<file path="config.mk">
export PLATFORM = sky130hd
export DESIGN_NAME = isram_arb
export DESIGN_NICKNAME = d
export VERILOG_FILES = /design/src/rtl/isram_arb.sv
export SDC_FILE = /design/constraint.sdc
export NUM_CORES = 1
export LEC_CHECK = 0
export ABC_AREA = 1
export CORE_AREA = 2 2 168 170
export CTS_CLUSTER_DIAMETER = 30
export DETAILED_ROUTE_END_ITERATION = 12
export DIE_AREA = 0 0 170 172
export DONT_BUFFER_PORTS = 1
export GPL_TIMING_DRIVEN = 0
export PLACE_DENSITY = 0.3
export SYNTH_ARGS = -nofsm -noshare
export SYNTH_HDL_FRONTEND = slang
export SYNTH_SLANG_ARGS = --single-unit
</file>
<file path="constraint.sdc">
create_clock -name clk -period 10.55 [get_ports clk]
set_clock_uncertainty 0.05 [all_clocks]
set_input_delay 1.5825 -clock clk [delete_from_list [all_inputs] [get_ports clk]]
set_output_delay 1.5825 -clock clk [all_outputs]
set_load 0.005 [all_outputs]
</file>
<file path="src/rtl/isram_arb.sv">
// ---------------------------------------------------------------------------
// isram_arb -- two-port arbiter in front of a single-ported instruction SRAM.
//
// The fetch port (read-only) and the system/loader port (read/write) share a
// single SRAM.
//   * Normally fetch has priority, so the system port only gets the SRAM when
//     fetch is idle.
//   * A starvation counter forces one system grant after STARVE_LIM
//     consecutive denied cycles.
//   * Read data returns one cycle after the select.
//   * A registered response owner steers that data to the fetch stage or to
//     the system port.
//   * The last fetch word is held so the fetch stage sees a stable
//     instruction while it is stalled.
//
// Ports
//   clk, cpurst             clock, async active-high reset
//   isram_cs, isram_adr     fetch read request / doubleword address
//   sys_req/we/adr/wdata/wmask
//                           system port request, held until sys_gnt
//   sram_rdata              SRAM read data (one cycle after a read select)
//   sram_cs/we/adr/wdata/wmask
//                           SRAM command for the winning port
//   sys_gnt                 system request accepted this cycle
//   sys_rvalid, sys_rdata   system read response
//   fet_arb_stall           fetch denied this cycle, must re-present
//   instr_fromsram          fetch data (live SRAM data or held word)
// ---------------------------------------------------------------------------
module isram_arb #(
  parameter int unsigned STARVE_LIM = 7
) (
  input  logic        clk,
  input  logic        cpurst,
  input  logic        isram_cs,
  input  logic [31:3] isram_adr,
  input  logic        sys_req,
  input  logic        sys_we,
  input  logic [31:3] sys_adr,
  input  logic [63:0] sys_wdata,
  input  logic [7:0]  sys_wmask,
  input  logic [63:0] sram_rdata,
  output logic        sram_cs,
  output logic        sram_we,
  output logic [31:3] sram_adr,
  output logic [63:0] sram_wdata,
  output logic [7:0]  sram_wmask,
  output logic        sys_gnt,
  output logic        sys_rvalid,
  output logic [63:0] sys_rdata,
  output logic        fet_arb_stall,
  output logic [63:0] instr_fromsram
);

  localparam logic [1:0]  OWN_NONE = 2'd0;
  localparam logic [1:0]  OWN_FET  = 2'd1;
  localparam logic [1:0]  OWN_SYS  = 2'd2;
  localparam logic [3:0]  LIM      = 4'(STARVE_LIM);
  localparam logic [63:0] NOP_PAIR = 64'h00000013_00000013;

  logic [3:0]  starve_q, starve_d;
  logic [1:0]  owner_q,  owner_d;
  logic [63:0] hold_q,   hold_d;

  logic sys_win, fet_win;

  // Grant decision.
  //   * Fetch wins every contended cycle unless the system port has been
  //     starved for STARVE_LIM cycles.
  //   * Reset masks both grants, so nothing reaches the SRAM while cpurst
  //     is high.
  always_comb begin
    sys_win = 1'b0;
    fet_win = 1'b0;
    if (!cpurst) begin
      sys_win = sys_req && (!isram_cs || (starve_q == LIM));
      fet_win = isram_cs && !sys_win;
    end
  end

  // SRAM command from the winner; all-zero when idle.
  always_comb begin
    sram_cs    = sys_win | fet_win;
    sram_we    = 1'b0;
    sram_adr   = '0;
    sram_wdata = '0;
    sram_wmask = '0;
    if (sys_win) begin
      sram_we    = sys_we;
      sram_adr   = sys_adr;
      sram_wdata = sys_wdata;
      sram_wmask = sys_wmask;
    end else if (fet_win) begin
      sram_adr   = isram_adr;
    end
  end

  assign sys_gnt       = sys_win;
  assign fet_arb_stall = isram_cs && !fet_win && !cpurst;

  // Starvation counter, which counts consecutive denied system cycles.
  //   * It saturates at the limit, so the forced grant sees exactly LIM.
  //   * A grant clears it, so two forced grants can never occur back to back.
  always_comb begin
    starve_d = 4'd0;
    if (sys_req && !sys_win)
      starve_d = (starve_q == LIM) ? LIM : starve_q + 4'd1;
  end

  // Response owner for the data returning next cycle. System writes
  // complete in their grant cycle and produce no response.
  always_comb begin
    owner_d = OWN_NONE;
    if (fet_win)
      owner_d = OWN_FET;
    else if (sys_win && !sys_we)
      owner_d = OWN_SYS;
  end

  // Capture every fetch word so a stalled fetch stage keeps seeing it.
  always_comb begin
    hold_d = hold_q;
    if (owner_q == OWN_FET)
      hold_d = sram_rdata;
  end

  always_ff @(posedge clk or posedge cpurst) begin
    if (cpurst) begin
      starve_q <= 4'd0;
      owner_q  <= OWN_NONE;
      hold_q   <= NOP_PAIR;
    end else begin
      starve_q <= starve_d;
      owner_q  <= owner_d;
      hold_q   <= hold_d;
    end
  end

  assign sys_rvalid     = (owner_q == OWN_SYS);
  assign sys_rdata      = sys_rvalid ? sram_rdata : 64'd0;
  assign instr_fromsram = (owner_q == OWN_FET) ? sram_rdata : hold_q;

endmodule

</file>
==> results of run 1 <==
power breakdown:
group | internal [µW] | total [µW] | switching, µW | leakage [µW]
registers | 315 | 326 | 11.1 | 0.000855
clock network | 168 | 313 | 145 | 0.000145
logic | 34.8 | 143 | 109 | 0.00174
total | 518 | 782 | 265 | 0.00274
placed cells by master (no fill, tap or decap), drive strengths merged:
cell type	n
buf	14
clkbuf	40
clkinv	1
clkinvlp	1
dfrtp	64
dfstp	6
diode	1
ha	1
inv	152
nand2	101
nand3	33
nand4	29
nor2	148
o21ai	67
state kept, by name (all words and copies together), names as in the netlist:
register,flops
hold_q,64
starve_q,4
owner_q,2
layout make-up:
type / count / area (µm²) / share of cell area
Antenna cell: 1 / 2.50 / 0.000504
Inverter: 147 / 552 / 0.111
Tap cell: 346 / 433 / 0.0871
Multi-Input combinational cell: 379 / 1680 / 0.339
Buffer: 44 / 210 / 0.0423
Sequential cell: 70 / 1760 / 0.354
Clock buffer: 9 / 225 / 0.0453
Clock inverter: 7 / 75.1 / 0.0151
Timing Repair Buffer: 1 / 27.5 / 0.00554
cell usage after synthesis, drive strengths merged:
cell type,count
nor2,148
inv,147
nand2,101
o21ai,67
dfrtp,64
nand3,33
clkbuf,31
nand4,29
buf,13
dfstp,6
ha,1
layer usage:
metal / up-vias / routed length [µm]
li1: 1942 / -
met4: 2 / 410
met2: 246 / 9930
met3: 26 / 1670
met1: 1824 / 6640
met5: - / 16
metrics by stage:
stage	instances	hold slack, ns	power, µW	util	area (µm²)
5_1_grt	1003	0.525	838	0.181	4970
2_1_floorplan	640	0.445	427	-	4200
3_3_place_gp	986	0.486	479	0.169	4630
6_report	1004	0.490	782	0.181	4970
3_5_place_dp	987	0.483	479	0.170	4670
4_1_cts	1003	0.504	805	0.181	4970
how the worst min path moves through the flow:
stage	from	end	slack, ns	cells after the start
floorplan	hold_q[10]	hold_q[10]	0.45	2
global placement	hold_q[7]	hold_q[7]	0.49	2
detailed placement	hold_q[27]	hold_q[27]	0.48	2
CTS	hold_q[7]	hold_q[7]	0.50	2
global route	hold_q[8]	hold_q[8]	0.52	2
finish	hold_q[8]	hold_q[8]	0.49	2
critical path: cells and delay by family:
kind / cells / cell delay (ns)
AND/OR/NAND/NOR: 2 / 0.35
buffers and inverters: 2 / 0.71
kinds of logic (layout without fill, tap and decap cells):
group                      after synthesis  count (layout)  share of synthesized area
buffers and inverters                  191             208                      0.180
DFF                                     70              70                      0.419
other                                    0               1                          0
AOI/OAI and AO/OA                       67              67                     0.0798
adders and majority gates                1               1                    0.00298
and+or+nand+nor                        311             311                      0.318
==> flow_summary.json, run 1 <==
{
  "place_ws_ns": 6.24,
  "clockBufferDepth": 2,
  "remaining_drc_errors": 0,
  "syn_area_um2": 4200,
  "cts_setup_buffers": 0,
  "cts_resized": 0,
  "clkSinkCount": 70,
  "avgViaCountPerCell": 4.02,
  "die_w_um": 170,
  "endpoint_kind": "output pin",
  "drt_iter0_drc": 216,
  "finalNetCount": 852,
  "reg2reg_depth": 6,
  "critical_path_arrival_ns": 2.65,
  "synth_seq_cells": 70,
  "ctsHoldBuffers": 0,
  "dieArea_um2": 29200,
  "cts_made_buffers": 9,
  "cts_tree": "built",
  "post-dp-hpwl_um": 15200,
  "synth_area_leaders": "dfrtp_1 (38%), inv_1 (13%), nor2_1 (12%), nand2_1 (8.9%), o21ai_0 (8.0%)",
  "p_leak_uw": 0.00274,
  "period_needed_ns": 4.28,
  "cp_data_required_time_ns": 8.92,
  "syn_inst": 640,
  "antenna_found_initial": 1,
  "drive_above_1_share": 0.0898,
  "r2r-start": "owner_q[1]",
  "cp_slowest_cell": "clkbuf_1",
  "wl_per_cell_um": 18.6,
  "yosysWarnings": 0,
  "grt_max_degree": 57,
  "synth_top_area_cell": "dfrtp_1",
  "syn_area_per_cell_um2": 6.56,
  "via_count": 4040,
  "path_clk_slew_ns": 0.07,
  "setup_viol": 0,
  "core_um2": 27500,
  "grt_pass1_vias": 3998,
  "rsz0062_at_grt": "no",
  "worst-path-max-fanout": 10,
  "wirelength_um": 18700,
  "nFillCells": 3187,
  "drv_slew": 0,
  "worst_slew_pin_slew_ns": 0.667,
  "grt.busiest_layer": "met2",
  "clk_latency_ns": 0.34,
  "routabilityCongestion": 0.869,
  "grt_use_met3": 0.0401,
  "rows": 61,
  "fin_tns_setup_ns": 0,
  "layout_setup_ws_ns": 6.27,
  "grt_pass1_wl_um": 25200,
  "hold_viol": 0,
  "rrSetupSlack_ns": 8.68,
  "worstSetupEndpoint": "sram_adr[17]",
  "status": "completed",
  "crit_path_start": "sys_req",
  "yosys.area.top_type_share": 0.381,
  "fp.dieH_um": 172,
  "root_buffer": "clkbuf_16",
  "clock.fmax_ghz": 0.233,
  "io_pins": 433,
  "syn_nets": 840,
  "period_share": 0.406,
  "powerDensity_nw_per_um2": 157,
  "hp-class": "reg2reg",
  "startpoint_type": "input port",
  "gr-total-overflow": 0,
  "area_growth_pct": 18.3,
  "timing.rr.end": "hold_q[44]",
  "cap_violations": 0,
  "drt-pass1-iter-count": 4,
  "portBuffers": 0,
  "cts_max_level": 3,
  "ys_seq_area_frac": 0.419,
  "start_util": 0.153,
  "grt_use_met2": 0.222,
  "critPathMaxStageDelay_ns": 0.43,
  "worst-setup-path-type": "in2out",
  "track_usage": 0.118,
  "ant_nets": 0,
  "grtUsageMet1": 0.120,
  "ir_drop_v": 0.0000561,
  "ys_types": 16,
  "path_cells": "clkbuf_1 -> clkbuf_1 -> nand4_1 -> nand2_1",
  "slew_headroom": 0.555,
  "path_common_cell": "clkbuf_1"
}
No activity file was read; power rests on OpenSTA's default activity.
==> inputs of run 2 (changes only) <==
Clock period 10.55 ns to 3.9 ns, I/O delays scaled along.
==> flow_summary.json, run 2 (synthesis gave the netlist of run 1 again) <==
{
  "core_um2": 27500,
  "finalNetCount": 852,
  "endpoint_kind": "output pin",
  "clkSinkCount": 70,
  "cp_num_cells": 6,
  "drt_iter0_drc": 214,
  "largest_reg_flops": 64,
  "cp_slowest_cell": "clkbuf_1",
  "reg2reg_depth": 5,
  "clockBufferDepth": 2,
  "worst-path-max-fanout": 10,
  "post-dp-hpwl_um": 14500,
  "rows": 61,
  "layout_setup_ws_ns": 1.26,
  "drv_slew": 0,
  "cts_tree": "built",
  "drive_above_1_share": 0.0898,
  "portBuffers": 0,
  "cts_setup_buffers": 0,
  "antenna_found_initial": 0,
  "die_w_um": 170,
  "path_clk_slew_ns": 0.06,
  "critPathMaxStageDelay_ns": 0.39,
  "post-route-cell-area_um2": 4970,
  "crit_path_start": "starve_q[0]",
  "cap_violations": 0,
  "path_cells": "ha_1 -> nand3_1 -> nand2_2 -> clkbuf_1 -> nand4_1 -> nand2_1",
  "fin_tns_setup_ns": 0,
  "most-common-layout-cells": "inv_1 (146), nor2_1 (129), nand2_1 (100)",
  "period_needed_ns": 2.64,
  "hp-class": "in2reg",
  "grt_pass1_wl_um": 24000,
  "worst_slew_pin_slew_ns": 0.706,
  "start_util": 0.153,
  "rrSetupSlack_ns": 2.05,
  "cp_top_family": "simple AND/OR/NAND/NOR gates",
  "root_buffer": "clkbuf_16",
  "post_dp_cell_area_um2": 4670,
  "place_ws_ns": 1.43,
  "wl_per_cell_um": 18.1,
  "hold_viol": 0,
  "nFillCells": 3161,
  "ant_nets": 0,
  "avgViaCountPerCell": 4.08,
  "clock.fmax_ghz": 0.379,
  "diodes": 0,
  "fp.dieH_um": 172,
  "cts_made_buffers": 9,
  "status": "completed",
  "top_regs": "hold_q x64, starve_q x4, owner_q x2",
  "ir_drop_v": 0.000148,
  "timing.rr.end": "hold_q[46]",
  "slew_headroom": 0.529,
  "grt_pass1_vias": 3733,
  "worstSetupEndpoint": "sram_adr[24]",
  "ctsHoldBuffers": 0,
  "track_usage": 0.113,
  "area_growth_pct": 18.4,
  "worst-setup-path-type": "reg2out",
  "routabilityCongestion": 0.822,
  "drt-pass1-iter-count": 4,
  "powerDensity_nw_per_um2": 426,
  "r2r-start": "owner_q[0]",
  "grt_max_degree": 44,
  "remaining_drc_errors": 0,
  "cts_max_level": 3,
  "startpoint_type": "flop",
  "final_common_cell": "inv_1",
  "seqCellArea_um2": 1760,
  "rsz0062_at_grt": "no",
  "multi_input_area_um2": 1680,
  "period_share": 0.677,
  "path_buf_inv": 1,
  "clk_latency_ns": 0.33,
  "critical_path_arrival_ns": 2.01,
  "via_count": 4090,
  "setup_viol": 0,
  "wirelength_um": 18100,
  "cp_data_required_time_ns": 3.26,
  "p_leak_uw": 0.00274,
  "max_flop_register": "hold_q",
  "dieArea_um2": 29200,
  "cts_resized": 0,
  "gr-total-overflow": 0,
  "io_pins": 433,
  "utilization": 0.181
}
-- run 2: worst reg2reg max path: cells and delay by family (launching register included) --
kind,cells,cell delay [ns]
AO/OA/AOI/OAI,1,0.23
buffers and inverters,2,0.83
flip-flops,1,0.38
AND/OR/NAND/NOR,2,0.20
-- run 2: where the power goes --
group / total [µW] / internal (µW) / switching, µW
clock: 858 / 516 / 342
sequential: 882 / 852 / 29.8
combinational: 381 / 94.2 / 287
-- run 2: layout make-up --
cell class | count | share of cell area
Timing Repair Buffer | 1 | 0.00553
Sequential cell | 70 | 0.354
Multi-Input combinational cell | 379 | 0.339
Clock inverter | 6 | 0.0138
Buffer | 44 | 0.0423
Tap cell | 346 | 0.0870
Clock buffer | 10 | 0.0481
Inverter | 147 | 0.111
-- run 2: worst min-delay path by stage --
stage / slack (ns) / cells after the start / to / start
floorplan: 0.45 / 2 / hold_q[10] / hold_q[10]
global placement: 0.49 / 2 / hold_q[7] / hold_q[7]
detailed placement: 0.48 / 2 / hold_q[19] / hold_q[19]
CTS: 0.25 / 1 / owner_q[1] / sys_we
global route: 0.25 / 1 / owner_q[1] / sys_we
finish: 0.26 / 1 / owner_q[1] / sys_we
-- run 2: through the flow --
step                      std cells  power [µW]  hold slack, ns
final                          1003        2120           0.263
after global placement          986        1290           0.492
after CTS                      1003        2180           0.247
after global routing           1003        2260           0.246
after floorplan                 640        1160           0.445
after detailed placement        987        1290           0.484
-- run 2: routing by layer --
metal | vias to the layer above | share of wire | GRT usage
met5 | - | 0 | 0
met4 | 0 | 0.023 | 0.0468
met3 | 22 | 0.084 | 0.0307
met2 | 274 | 0.53 | 0.209
met1 | 1851 | 0.37 | 0.121
li1 | 1943 | - | -
